--- src/rtl/free_list.sv ---
// Circular free list of physical register numbers for rename.
// Pops feed dispatch; retire and squash recovery push back.
module free_list #(
  parameter int NUM_PR = 64,
  parameter int NUM_LR = 32,
  localparam int PR_W = $clog2(NUM_PR)
) (
  input  logic            clk,
  input  logic            rst,
  input  logic            isDispatch,
  input  logic            RegDest,
  input  logic            hazard_stall,
  input  logic            recover,
  input  logic            retire,
  input  logic            RegDest_retire,
  input  logic [PR_W-1:0] PR_old_retire,
  input  logic            RegDest_ROB,
  input  logic [PR_W-1:0] PR_new_flush,
  output logic [PR_W-1:0] p_rd_new,
  output logic            empty,
  output logic [PR_W-1:0] free_cnt,
  output logic            overflow
);

  localparam int DEPTH = NUM_PR - NUM_LR;
  localparam int PTR_W = $clog2(DEPTH);
  localparam logic [PR_W-1:0] DEPTH_C = PR_W'(DEPTH);

  logic [PR_W-1:0]  mem [DEPTH];
  logic [PTR_W-1:0] head;
  logic [PTR_W-1:0] tail;
  logic [PR_W-1:0]  count;
  logic             ovf_q;

  logic             pop;
  logic             push_r;
  logic             push_f;
  logic             acc_r;
  logic             acc_f;
  logic             drop;
  logic [PR_W-1:0]  cnt_ap;
  logic [PR_W-1:0]  cnt_ar;
  logic [PR_W-1:0]  count_n;
  logic [PTR_W-1:0] tail_r;
  logic [PTR_W-1:0] tail_n;

  function automatic logic [PTR_W-1:0] ptr_inc(
    input logic [PTR_W-1:0] p
  );
    return (32'(p) == DEPTH - 1) ? '0 : p + 1'b1;
  endfunction

  assign empty    = (count == '0);
  assign free_cnt = count;
  assign p_rd_new = mem[head];
  assign overflow = ovf_q;

  // Pop gating, in-order push acceptance against capacity, and
  // write slots: retire value lands first, squash value after it.
  always_comb begin
    pop     = isDispatch & RegDest & ~hazard_stall
            & ~recover & ~empty;
    push_r  = retire & RegDest_retire;
    push_f  = recover & RegDest_ROB;
    cnt_ap  = count - PR_W'(pop);
    acc_r   = push_r & (cnt_ap < DEPTH_C);
    cnt_ar  = cnt_ap + PR_W'(acc_r);
    acc_f   = push_f & (cnt_ar < DEPTH_C);
    count_n = cnt_ar + PR_W'(acc_f);
    drop    = (push_r & ~acc_r) | (push_f & ~acc_f);
    tail_r  = acc_r ? ptr_inc(tail) : tail;
    tail_n  = acc_f ? ptr_inc(tail_r) : tail_r;
  end

  // Pointers, occupancy and the sticky overflow flag.
  always_ff @(posedge clk) begin
    if (rst) begin
      head  <= '0;
      tail  <= '0;
      count <= DEPTH_C;
      ovf_q <= 1'b0;
    end else begin
      if (pop) head <= ptr_inc(head);
      tail  <= tail_n;
      count <= count_n;
      if (drop) ovf_q <= 1'b1;
    end
  end

  // Entry storage; reset reloads every non-architectural register.
  always_ff @(posedge clk) begin
    if (rst) begin
      for (int i = 0; i < DEPTH; i++)
        mem[i] <= PR_W'(NUM_LR + i);
    end else begin
      if (acc_r) mem[tail] <= PR_old_retire;
      if (acc_f) mem[tail_r] <= PR_new_flush;
    end
  end

endmodule

--- config.mk ---
export PLATFORM = sky130hd
export DESIGN_NAME = free_list
export DESIGN_NICKNAME = d
export VERILOG_FILES = /design/src/rtl/free_list.sv
export SDC_FILE = /design/constraint.sdc
export NUM_CORES = 1
export LEC_CHECK = 0
export ABC_AREA = 1
export CAP_MARGIN = 40
export CORE_MARGIN = 2
export CORE_UTILIZATION = 45
export CTS_BUF_LIST = sky130_fd_sc_hd__clkbuf_8
export DETAILED_ROUTE_END_ITERATION = 8
export GPL_TIMING_DRIVEN = 0
export PLACE_DENSITY_LB_ADDON = 0.12
export SLEW_MARGIN = 20
export SYNTH_ARGS = -nofsm -noshare
export SYNTH_HDL_FRONTEND = slang
export SYNTH_SLANG_ARGS = --single-unit
--- constraint.sdc ---
create_clock -name clk -period 3.4 [get_ports clk]
set_input_delay 0.34 -clock clk [delete_from_list [all_inputs] [get_ports clk]]
set_output_delay 0.34 -clock clk [all_outputs]
set_load 0.02 [all_outputs]
Word-level counts from Yosys, hierarchy flattened. Memory sizes are Yosys's and may differ from the RTL's. A register that Yosys moved wholly into a read port is not among the register bits. Index checks and enable logic that the tools add are counted.

Register bits after elaboration: 17. Bits in latches: 0. RAM bits: 192. ROM bits: 0. Input port bits: 21. Output and inout bits: 14. Logic and storage cells: 56. Memories: 1.

Add/sub/neg operators: 6. Multiply operators: 0. Divide/modulo/power cells: 0. Order comparisons: 2. Eq/ne operators: 3. Shift operators: 0. Muxes and demuxes: 21. Bitwise operators: 16. Reductions and logical operators: 3.

Memory list: mem (words 32, bits a word 6, read ports 1, clocked after Yosys merged registers in 1, write ports 32, line 29) `logic [PR_W-1:0] mem [DEPTH];`.

Operators by type and width (count): $mux W5 (9); $add A5 B1 Y5 const B (3); $eq A5 B5 Y1 const B (3); $add A6 B1 Y6 (2); $lt A6 B6 Y1 const B (2); $mux W6 (2); $reduce_or A6 Y1 (2); $and A1 B1 Y1 (10); $mux W1 (10); $logic_not A6 Y1 (1); $sub A6 B1 Y6 (1); $not A1 Y1 (5); $or A1 B1 Y1 (1).

Depth between registers and ports, before layout.
Depth in word-level cells: 15. Gate-level depth with buffers: 24. Mapped depth without buffers: 24.

Least setup slack after synthesis. No wires, ideal clock.

Kind: register to register. From: register count[3], in the netlist free_cnt[3]. To: memory mem[22][0] (netlist bit) (enable). Setup time: 318 ps. Data arrival time: 3297 ps. Required time: 3082 ps. Slack: -215 ps. Cell stages (with the launch flop): 17. Path buffers: 2. Clock period less this slack: 3615 ps. Cell sequence: dfxtp_1 inv_1 nand4_1 nand2_1 inv_1 ha_1 nand3_2 nand2_2 nand3_4 o21ai_0 ha_1 clkbuf_1 nand4_2 nor2_2 buf_2 nor2_1 nand2_1.

RTL lines: start, declared (line 32) `logic [PR_W-1:0] count;`; start signal, assigned (line 85) `count <= count_n;`; end, declared (line 29).

==> metrics.txt <==
number of synthesized flops with an enable pin=192; GR Overflow Total=0; crit-path cells=inv_1 -> clkbuf_4 -> buf_4 -> o21ai_0 -> o221ai_2 -> nand3_1 -> nand3_1 -> o21a_1 -> clkdlybuf4s50_1; design area=0.0153 mm^2; Finish-stage setup viols=0; Vias=13,100; PwrDens=389 mW/mm^2; largest net degree at the start of global routing=11; clock tree buffer depth=3; CTS tree=done; Avg Cell Area, Syn=8.00 um^2; worst slew pin tran=1.02 ns; Vias/cell=6.18; status=completed; Die Span Y=172 um; H-tree depth=2; CP Capture Type=output port; Buffers on Ports=29; CP top delay family=buffers and inverters; GPL Wtd Cong=1.06; Post-DP Area=0.0136 mm^2; Gate Count Post-Synth=1,580; fin. max-slew vios=0; Worst Path Class, Setup=reg -> out; worst slack, placed=-1.57 ns; CP Launch Type=flip-flop; Leak=5.28 nW; Slew headroom=0.322; Clock Latency Late Sink=0.55 ns; initial antenna violation count=0; fin crit share=0.979; fin crit period=3.33 ns; clock sink count=214; syn nets=1,619; worst vdd ir=0.292 mV; Total Routing Usage GR=0.378; Worst path max stage delay=0.62 ns; DRC violations left=0; slowest CP cell=clkdlybuf4s50_1; Ys Warns=0; number of global-route vias before repair=11,900; WP buf/inv=4; Final HPWL DP=39,100 um; DRT Wirelength=55,800 um; Async S/R FF share, synth=0; MaxCap Viol Count=0; CP required=3.06 ns; Final ANT Viol Nets=0; layout cell share with drive strength beyond 1=0.166; Critical Path Fanout Max=10; drt first pass iters=6; Initial DRC Count=2,179; hold buffer count at CTS=0; fin worst setup slack=0.0711 ns; initial core utilization=0.456; worst min-delay path category=in -> reg; Layout Nets=1,751; # rows=61; I/O Pins=35; WP data arrival=2.99 ns; Top cell by count, worst path=nand3_1; CTS Buf Count=39; Clock Pin Slew Worst Setup and Hold Paths=0.05 ns; first-pass GRT wire length=78,200 um; setup TNS=0 ns; final hold violation count=0; Chip Width=172 um; Seq/Total Area, Yosys=0.491; # fillers=2,579; Worst Clk Skew=0.0103 ns; Synth Flop Type=edfxtp_1; die area=0.0294 mm^2; number of synthesized register bits=214; Root Buffer=clkbuf_8; P&R area growth vs syn=21.3%; Core ar.=0.0277 mm^2; DR WL/cell=26.3 um; count of different cell masters after synthesis=37; synthesized cell area=0.0126 mm^2; fmax=300 MHz
## worst register-to-register path: cells and delay by family, from the launching register on
family          cells  cell delay (ns)
compound gates      1             0.17
fa+ha+maj           2             0.50
buf+inv             5             0.75
flops               1             0.37
simple gates       11             1.22
## state kept, by name (all words and copies together), names as in the netlist, named ones only
signal	flops
mem	192
free_cnt	6
head	5
tail	5
overflow	1
## per-stage QoR
| stage | std cells | hold slack, ns | power (mW) | utilization |
|---|---|---|---|---|
| final | 2120 | 0.427 | 5.96 | 0.553 |
| after global routing | 2119 | 0.411 | 6.06 | 0.553 |
| after CTS | 2104 | 0.395 | 5.89 | 0.542 |
| after detailed placement | 2010 | 0.507 | 3.56 | 0.492 |
| after global placement | 1987 | 0.508 | 3.52 | 0.484 |
| after floorplan | 1580 | 0.482 | 3.25 | - |
## area by class of cell
class,instances,area (um^2),area share
multi-input combinational,1180,6100,0.398
buffer,93,514,0.0336
clock buffer,43,592,0.0386
clock inverter,27,129,0.00841
timing repair buffer,95,947,0.0618
sequential,214,6220,0.406
antenna,1,2.50,0.000163
inverter,89,337,0.0220
tap,378,473,0.0309
## placed cells by master, fill, tap and decap left out, types with 16 or more instances in the layout
cell | synthesis | routed
nor2_1 | 337 | 330
nand2_1 | 315 | 296
o21ai_0 | 223 | 216
edfxtp_1 | 192 | 192
inv_1 | 82 | 96
nand3_1 | 64 | 49
clkbuf_8 | 0 | 46
a21oi_1 | 44 | 43
buf_4 | 4 | 39
o21ai_1 | 34 | 39
clkbuf_1 | 75 | 38
o221ai_1 | 36 | 32
nand2_2 | 8 | 24
clkdlybuf4s50_1 | 0 | 24
nor2_4 | 5 | 22
buf_6 | 0 | 22
clkbuf_4 | 0 | 18
nand3_4 | 6 | 17
buf_2 | 17 | 16
## power by group
| part | total, mW | internal, mW | leakage [nW] | switching (mW) |
|---|---|---|---|---|
| clock network | 2.37 | 1.23 | 0.430 | 1.14 |
| registers | 2.92 | 2.90 | 1.77 | 0.0256 |
| logic | 0.664 | 0.173 | 3.09 | 0.491 |
| total | 5.96 | 4.30 | 5.28 | 1.66 |
## cell families (layout without fill, tap and decap cells)
| group | after synthesis | count (layout) | share of synthesized area |
|---|---|---|---|
| simple gates | 801 | 802 | 0.276 |
| buf+inv | 187 | 347 | 0.0586 |
| flops | 214 | 214 | 0.491 |
| fa+ha+maj | 18 | 18 | 0.0178 |
| other cells | 0 | 1 | 0 |
| xor+xnor | 4 | 4 | 0.00277 |
| compound gates | 356 | 356 | 0.154 |
## path summary, 6_finish.rpt
kind | from | to | slack (ns) | cells past startpoint
min | PR_old_retire[1] | mem[22][1] | 0.43 | 3
max | flip-flop | p_rd_new[0] | 0.07 | 9
min reg2reg | head[0] | flip-flop | 0.52 | 2
max reg2reg | free_cnt[4] | mem[5][5] | 0.10 | 19
## Yosys cell counts, types with 2 or more instances
cell type | count | share of area
edfxtp_1 | 192 | 0.46
a31oi_1 | 5 | 0.0025
o221ai_1 | 36 | 0.025
o211ai_1 | 2 | 0.0012
nand2_4 | 5 | 0.0045
buf_1 | 2 | 0.00059
nand4_2 | 2 | 0.0020
nand2_1 | 315 | 0.094
nor3_1 | 13 | 0.0052
inv_2 | 3 | 0.00089
nand4_4 | 3 | 0.0051
nor2_4 | 5 | 0.0045
inv_1 | 82 | 0.024
o22ai_1 | 11 | 0.0054
dfxtp_1 | 22 | 0.035
nor2_1 | 337 | 0.10
clkbuf_1 | 75 | 0.022
nand4_1 | 15 | 0.0074
buf_4 | 4 | 0.0024
o21ai_1 | 34 | 0.013
o21ai_0 | 223 | 0.088
nand3_1 | 64 | 0.025
nand2_2 | 8 | 0.0040
nor2_2 | 23 | 0.011
a21oi_1 | 44 | 0.017
buf_2 | 17 | 0.0067
ha_1 | 18 | 0.018
xor2_1 | 4 | 0.0028
clkinv_1 | 3 | 0.00089
nand3_4 | 6 | 0.0083
## metal layers
| metal | vias to the layer above | global-route usage | part of all wire |
|---|---|---|---|
| met1 | 6107 | 0.492 | 0.37 |
| met2 | 1084 | 0.573 | 0.43 |
| met4 | 0 | 0.190 | 0.064 |
| li1 | 5663 | - | - |
| met5 | - | 0 | 0 |
| met3 | 255 | 0.112 | 0.14 |
## what timing repair did
action,in CTS,in global routing
setup buffers,28,12
pin swaps,14,13
endpoints found under the setup margin,396,337
gates resized for setup,133,55
gates cloned,1,1
No activity file was read; power rests on OpenSTA's default activity.
